`src/rtl/memout_page_reader.sv`:
```
// memout_page_reader: snoops memout port-A writes, reads back the completed page on a BX change, streams it out.
// Latency: first beat BRAM_LATENCY+1 cycles after the BX-change edge, then one beat per cycle while out_ready holds.
// Backpressure: out_ready low stalls the FIFO head; port-B reads are issued only against free FIFO credit.

// Small synchronous FIFO with a flush; the caller guarantees no push while full.
module memout_page_fifo #(
  parameter int WIDTH = 33,
  parameter int DEPTH = 4
) (
  input  logic                       clk,
  input  logic                       reset,
  input  logic                       flush,
  input  logic                       in_vld,
  input  logic [WIDTH-1:0]           in_dat,
  output logic                       out_vld,
  input  logic                       out_rdy,
  output logic [WIDTH-1:0]           out_dat,
  output logic [$clog2(DEPTH+1)-1:0] count
);
  localparam int PW = (DEPTH > 1) ? $clog2(DEPTH) : 1;
  localparam int CW = $clog2(DEPTH+1);

  logic [WIDTH-1:0] mem [DEPTH];
  logic [PW-1:0]    wr_ptr;
  logic [PW-1:0]    rd_ptr;
  logic             push;
  logic             pop;

  function automatic logic [PW-1:0] ptr_inc(input logic [PW-1:0] p);
    return (p == PW'(DEPTH-1)) ? '0 : p + PW'(1);
  endfunction

  assign out_vld = (count != '0);
  assign out_dat = mem[rd_ptr];
  assign pop     = out_vld && out_rdy;
  assign push    = in_vld && (count != CW'(DEPTH));

  // Storage write; contents need no reset because count gates visibility.
  always_ff @(posedge clk) begin
    if (push) begin
      mem[wr_ptr] <= in_dat;
    end
  end

  // Pointers and occupancy; flush empties the FIFO in one cycle.
  always_ff @(posedge clk) begin
    if (reset || flush) begin
      wr_ptr <= '0;
      rd_ptr <= '0;
      count  <= '0;
    end else begin
      if (push) begin
        wr_ptr <= ptr_inc(wr_ptr);
      end
      if (pop) begin
        rd_ptr <= ptr_inc(rd_ptr);
      end
      count <= count + CW'(push) - CW'(pop);
    end
  end
endmodule

module memout_page_reader #(
  parameter int DATA_WIDTH   = 32,
  parameter int ADDR_WIDTH   = 5,
  parameter int BRAM_LATENCY = 2,
  parameter int FIFO_DEPTH   = 4
) (
  input  logic                  clk,
  input  logic                  reset,
  input  logic                  en_proc,
  input  logic [1:0]            bx_in,
  input  logic                  memout_wea,
  input  logic [ADDR_WIDTH-1:0] memout_writeaddr,
  output logic [ADDR_WIDTH-1:0] memout_readaddr,
  output logic                  memout_enb,
  input  logic [DATA_WIDTH-1:0] memout_dout,
  output logic [DATA_WIDTH-1:0] out_data,
  output logic [1:0]            out_bx,
  output logic                  out_valid,
  input  logic                  out_ready,
  output logic                  out_last,
  output logic                  done,
  output logic                  overrun
);
  localparam int                    EW      = ADDR_WIDTH - 1;
  localparam logic [ADDR_WIDTH-1:0] CNT_MAX = ADDR_WIDTH'(1 << EW);
  localparam int                    FCW     = $clog2(FIFO_DEPTH+1);

  typedef enum logic [1:0] {IDLE, READ, DRAIN} state_t;

  state_t                  state;
  state_t                  state_nxt;
  logic [1:0]              bx_q;
  logic                    primed;
  logic                    change;
  logic [ADDR_WIDTH-1:0]   cnt     [2];
  logic [ADDR_WIDTH-1:0]   cnt_inc [2];
  logic [ADDR_WIDTH-1:0]   cnt_nxt [2];
  logic [ADDR_WIDTH-1:0]   start_cnt;
  logic                    rd_page;
  logic [1:0]              rd_bx;
  logic [ADDR_WIDTH-1:0]   rd_cnt;
  logic [ADDR_WIDTH-1:0]   idx;
  logic [ADDR_WIDTH-1:0]   addr_q;
  logic                    load;
  logic                    issue;
  logic                    issue_last;
  logic                    flush;
  logic                    done_nxt;
  logic                    overrun_nxt;
  logic                    last_acc;
  logic                    credit_ok;
  logic [7:0]              credit_used;
  logic [BRAM_LATENCY-1:0] sr_vld;
  logic [BRAM_LATENCY-1:0] sr_last;
  logic                    fifo_vld;
  logic [DATA_WIDTH:0]     fifo_dat;
  logic [FCW-1:0]          fifo_count;
  logic                    unused_entry_bits;

  // Only the page bit of the snooped address matters; counting is per page.
  assign unused_entry_bits = ^memout_writeaddr[EW-1:0];

  assign change     = primed && (bx_in != bx_q);
  assign start_cnt  = cnt_inc[bx_q[0]];
  assign issue_last = (idx == rd_cnt - ADDR_WIDTH'(1));
  assign last_acc   = fifo_vld && out_ready && fifo_dat[DATA_WIDTH];

  // BX tracking: the first cycle after reset only primes bx_q.
  always_ff @(posedge clk) begin
    if (reset) begin
      bx_q   <= '0;
      primed <= 1'b0;
    end else begin
      bx_q   <= bx_in;
      primed <= 1'b1;
    end
  end

  // Per-page entry counts: saturating increment, new write page cleared on a change.
  always_comb begin
    for (int p = 0; p < 2; p++) begin
      cnt_inc[p] = cnt[p];
      if (memout_wea && (memout_writeaddr[ADDR_WIDTH-1] == 1'(p)) && (cnt[p] != CNT_MAX)) begin
        cnt_inc[p] = cnt[p] + ADDR_WIDTH'(1);
      end
      cnt_nxt[p] = cnt_inc[p];
      if (change && (bx_in[0] == 1'(p))) begin
        cnt_nxt[p] = (memout_wea && (memout_writeaddr[ADDR_WIDTH-1] == 1'(p))) ?
                     ADDR_WIDTH'(1) : '0;
      end
    end
  end

  // Counter registers.
  always_ff @(posedge clk) begin
    if (reset) begin
      cnt[0] <= '0;
      cnt[1] <= '0;
    end else begin
      cnt[0] <= cnt_nxt[0];
      cnt[1] <= cnt_nxt[1];
    end
  end

  // Reads in flight plus FIFO occupancy must stay within FIFO_DEPTH.
  always_comb begin
    credit_used = 8'(fifo_count);
    for (int i = 0; i < BRAM_LATENCY; i++) begin
      credit_used = credit_used + 8'(sr_vld[i]);
    end
    credit_ok = (credit_used < 8'(FIFO_DEPTH));
  end

  // FSM next state and control; a change in READ/DRAIN aborts and may start the next page at once.
  always_comb begin
    state_nxt   = state;
    load        = 1'b0;
    issue       = 1'b0;
    flush       = 1'b0;
    done_nxt    = 1'b0;
    overrun_nxt = 1'b0;
    unique case (state)
      IDLE: begin
        load = change && en_proc;
      end
      READ: begin
        if (change) begin
          flush       = 1'b1;
          overrun_nxt = 1'b1;
          state_nxt   = IDLE;
          load        = en_proc;
        end else if (credit_ok) begin
          issue = 1'b1;
          if (issue_last) begin
            state_nxt = DRAIN;
          end
        end
      end
      DRAIN: begin
        if (last_acc) begin
          done_nxt  = 1'b1;
          state_nxt = IDLE;
          load      = change && en_proc;
        end else if (change) begin
          flush       = 1'b1;
          overrun_nxt = 1'b1;
          state_nxt   = IDLE;
          load        = en_proc;
        end
      end
      default: state_nxt = IDLE;
    endcase
    if (load) begin
      if (start_cnt == '0) begin
        done_nxt  = 1'b1;
        state_nxt = IDLE;
      end else begin
        state_nxt = READ;
      end
    end
  end

  // FSM state register.
  always_ff @(posedge clk) begin
    if (reset) begin
      state <= IDLE;
    end else begin
      state <= state_nxt;
    end
  end

  // Readout context: page, BX and length latched at start; idx walks the entries.
  always_ff @(posedge clk) begin
    if (reset) begin
      rd_page <= 1'b0;
      rd_bx   <= '0;
      rd_cnt  <= '0;
      idx     <= '0;
      addr_q  <= '0;
    end else begin
      if (load) begin
        rd_page <= bx_q[0];
        rd_bx   <= bx_q;
        rd_cnt  <= start_cnt;
        idx     <= '0;
      end else if (issue) begin
        idx <= idx + ADDR_WIDTH'(1);
      end
      if (issue) begin
        addr_q <= {rd_page, idx[EW-1:0]};
      end
    end
  end

  // Valid/last shift register matching the BRAM read pipeline.
  always_ff @(posedge clk) begin
    if (reset || flush) begin
      sr_vld  <= '0;
      sr_last <= '0;
    end else begin
      sr_vld[0]  <= issue;
      sr_last[0] <= issue_last;
      for (int i = 1; i < BRAM_LATENCY; i++) begin
        sr_vld[i]  <= sr_vld[i-1];
        sr_last[i] <= sr_last[i-1];
      end
    end
  end

  // Single-cycle status pulses.
  always_ff @(posedge clk) begin
    if (reset) begin
      done    <= 1'b0;
      overrun <= 1'b0;
    end else begin
      done    <= done_nxt;
      overrun <= overrun_nxt;
    end
  end

  memout_page_fifo #(
    .WIDTH (DATA_WIDTH + 1),
    .DEPTH (FIFO_DEPTH)
  ) u_fifo (
    .clk     (clk),
    .reset   (reset),
    .flush   (flush),
    .in_vld  (sr_vld[BRAM_LATENCY-1]),
    .in_dat  ({sr_last[BRAM_LATENCY-1], memout_dout}),
    .out_vld (fifo_vld),
    .out_rdy (out_ready),
    .out_dat (fifo_dat),
    .count   (fifo_count)
  );

  assign memout_enb      = issue;
  assign memout_readaddr = issue ? {rd_page, idx[EW-1:0]} : addr_q;
  assign out_valid       = fifo_vld;
  assign out_data        = fifo_vld ? fifo_dat[DATA_WIDTH-1:0] : '0;
  assign out_last        = fifo_vld && fifo_dat[DATA_WIDTH];
  assign out_bx          = rd_bx;
endmodule

```
`config.mk`:
```
export PLATFORM = sky130hd
export DESIGN_NAME = memout_page_reader
export DESIGN_NICKNAME = d
export VERILOG_FILES = /design/src/rtl/memout_page_reader.sv
export SDC_FILE = /design/constraint.sdc
export NUM_CORES = 1
export LEC_CHECK = 0
export ABC_AREA = 1
export ABC_CLOCK_PERIOD_IN_PS = 3600
export BUFFER_PORTS_ARGS = -buffer_cell sky130_fd_sc_hd__buf_2
export CAP_MARGIN = 20
export CORE_MARGIN = 2
export CORE_UTILIZATION = 30
export CTS_BUF_LIST = sky130_fd_sc_hd__clkbuf_8
export DETAILED_ROUTE_END_ITERATION = 10
export GPL_TIMING_DRIVEN = 0
export SLEW_MARGIN = 20
export SYNTH_ARGS = -nofsm -noshare
export SYNTH_HDL_FRONTEND = slang
export SYNTH_SLANG_ARGS = --single-unit
```
`constraint.sdc`:
```
create_clock -name clk -period 3.6 [get_ports clk]
set_input_delay 0.72 -clock clk [delete_from_list [all_inputs] [get_ports clk]]
set_output_delay 0.72 -clock clk [all_outputs]
set_load 0.01 [all_outputs]
```
==> results.toml <==
[cells_and_area]
nFillCells = 2492
post_layout_nonfiller_instances = 1213
n_antenna_cell = 0
final_nets = 934
layout.cells.most_common_list = "157 x nor2_1, 132 x edfxtp_1, 119 x nand2_1"
fin_area_sq_mm = 0.009066
fin_util_pct = 36.00
post_route_cells_drive_above_1_share_pct = 17.44
layout.cells.most_common = "nor2_1"
area_growth_syn_to_layout_pct = 17.78

[power_and_ir_drop]
power_leakage_nw = 3.524
irDropWorstVdd_mv = 0.2985
power.density_cell_area_mw_per_mm2 = 563.3

[yosys]
mappedNetlistArea_sq_mm = 0.007697
number_of_flip_flops_and_latches_in_the_synthesized_netlist = 179
postSynthNetCount = 829
ys_warn_count = 0
dominantRegCellSynth = "edfxtp_1"
sequential_cell_area_fraction_in_the_yosys_report_pct = 63.72
asyncSetResetFlopFracSynth_pct = 0
syn_avg_cell_area_sq_um = 10.06
synth-edff-count = 132
synth_cells = 765
netlist-cell-type-count = 36

[timing]
achievable-frequency_ghz = 0.3286
layout_worst_path_cycle_share_pct = 84.52
rsz0062_at_grt = "false"
timing.clock.skew_ns = 0.02103
fin_hold_ws_ns = 0.4329
timing.setup.tns_ns = 0
tightestPinTransition_ns = 0.7769
final-hold-violation-count = 0
timing.max_slew.rel_slack_pct = 48.08
timing.final.setup_violations = 0
final.min_clock_period_ns = 3.043
slew_viol_final = 0

[placement]
numPortBuffers = 82
final_estimated_routing_congestion_in_global_placement = 0.8140
estimated_wirelength_of_the_detail_placed_design_mm = 11.58
placed_cells_incl_taps = 1181
postPlaceCellArea_sq_mm = 0.008646

[critical_path]
slowest_delay_ns = 0.44
worst-endpoint-arrival_ns = 2.32
critical_path.cell_chain = "buf_2, buf_1, nor2_1, nor2_1, o21ai_0, a21oi_1, buf_2"
crit_path_start_kind = "flip-flop"
worstSetupEndpointType = "primary output"
worstPathMaxFanout = 10
timing_worst_setup_path_type = "reg2out"
crit_required_ns = 2.88
critical-path-slowest-cell = "buf_1"

[grt]
antenna_found_initial = 3
vias_in_the_first_global_route = 5120
grt_pass1_wl_mm = 26.77
gr-total-overflow = 0
gr-usage-all-layers_pct = 13.01
grt_start_max_net_pins = 23

[routing]
detailedRoute.firstIterationViolations = 309
post-route-drc-count = 0
drt_wl_total_mm = 17.16
ant_nets = 0
wire_per_inst_um = 14.15
avgViaCountPerCell = 4.469
detailroute.via_count = 5421
dr.pass1.iters = 7

[clocking]
cts-buffers-inserted = 17
tritoncts_clock_tree = "built"
clkLatencyLatePin_ns = 0.47
clock-sinks = 179
cts.path.max_buffers = 2
cts_root_buf = "clkbuf_8"
clk_pin_slew_worst_paths_ns = 0.10
post_cts_hold_buffer_count = 0
htreeDepth = 4
post_cts_setup_inserts = 0
cts-resized-gates = 0

[run_status]
status = "complete, no violations"

[floorplanning]
standard_cell_row_count = 58
fp.dieArea_sq_mm = 0.02696
initial_core_util_pct = 30.57
pin_count = 88
fp.dieH_um = 164.2
die_w_um = 164.2
core_region_area_sq_mm = 0.02518

[min_path]
hold_path_class = "reg2reg"

[run]
maxCapViolations = 0
[sequential cells by signal (all words and copies together) (netlist names), named ones only]
register	flops
u_fifo.rd_ptr	2
rd_cnt	5
sr_vld	2
overrun	1
u_fifo.wr_ptr	2
addr_q	5
primed	1
u_fifo.mem	132
sr_last	2
cnt	10
u_fifo.count	3
bx_q	2
state	2
done	1
idx	5
out_bx	2
[metrics by stage]
stage / worst slack, ns / total power, mW
2_1_floorplan: 1.137 / 3.167
3_3_place_gp: -0.1899 / 3.720
3_5_place_dp: 0.8996 / 3.737
4_1_cts: 0.4854 / 5.169
5_1_grt: 0.3689 / 5.405
6_report: 0.5572 / 5.107
[layer usage]
layer	track usage [%]	vias to the layer above	wire length [um]
li1	-	2765	-
met1	17.00	2507	7842
met2	21.49	119	8140
met3	3.056	24	902
met4	3.788	6	235
met5	0	-	42
[final timing paths]
check	start	to	slack (ns)	cells after the start
worst max-delay path	flip-flop	out_data[26]	0.56	7
worst max register to register	u_fifo.count[1]	u_fifo.count[2]	1.50	8
worst min-delay path	sr_vld[0]	sr_vld[1]	0.43	2
worst min register to register	sr_vld[0]	sr_vld[1]	0.43	2
[where the power goes]
group | leakage, nW | switching, mW | internal, mW
registers | 1.57 | 0.0391 | 2.25
clock network | 0.210 | 0.794 | 0.647
logic | 1.75 | 0.925 | 0.447
[critical path: cells and delay by family, from the launching register on]
family | cells | cell delay (ns)
AO/OA/AOI/OAI | 2 | 0.38
AND/OR/NAND/NOR | 2 | 0.19
flip-flops | 1 | 0.41
buffers and inverters | 3 | 0.89
[layout make-up]
type | instances | area [sq um] | area share (%)
multi-input cells | 493 | 2450 | 27.02
well taps | 330 | 412.9 | 4.554
plain buffers | 28 | 123.9 | 1.366
inverters | 65 | 249.0 | 2.746
flip-flops and latches | 179 | 4905 | 54.10
clock inverters | 15 | 186.4 | 2.056
clock buffers | 17 | 234.0 | 2.581
repair buffers | 86 | 505.5 | 5.575
[synth_stat cells, types with 6 or more instances]
master / n / share of area [%]
a21oi_1: 54 / 3.5
inv_1: 59 / 2.9
buf_2: 6 / 0.39
o21ai_1: 6 / 0.39
dfxtp_1: 47 / 12
nand3_1: 31 / 2.0
o21ai_0: 66 / 4.3
clkbuf_1: 10 / 0.49
nor2_1: 161 / 7.9
buf_1: 10 / 0.49
nand2_1: 119 / 5.8
ha_1: 19 / 3.1
edfxtp_1: 132 / 51
[cells by family after synthesis]
kind of cell | Yosys count | synth area share, %
XOR/XNOR | 6 | 0.6827
AO/OA/AOI/OAI | 135 | 9.265
flip-flops | 179 | 63.72
buffers and inverters | 93 | 4.844
AND/OR/NAND/NOR | 332 | 18.14
adder cells (fa/ha/maj) | 20 | 3.349
Power figures use the tool's default switching activity.
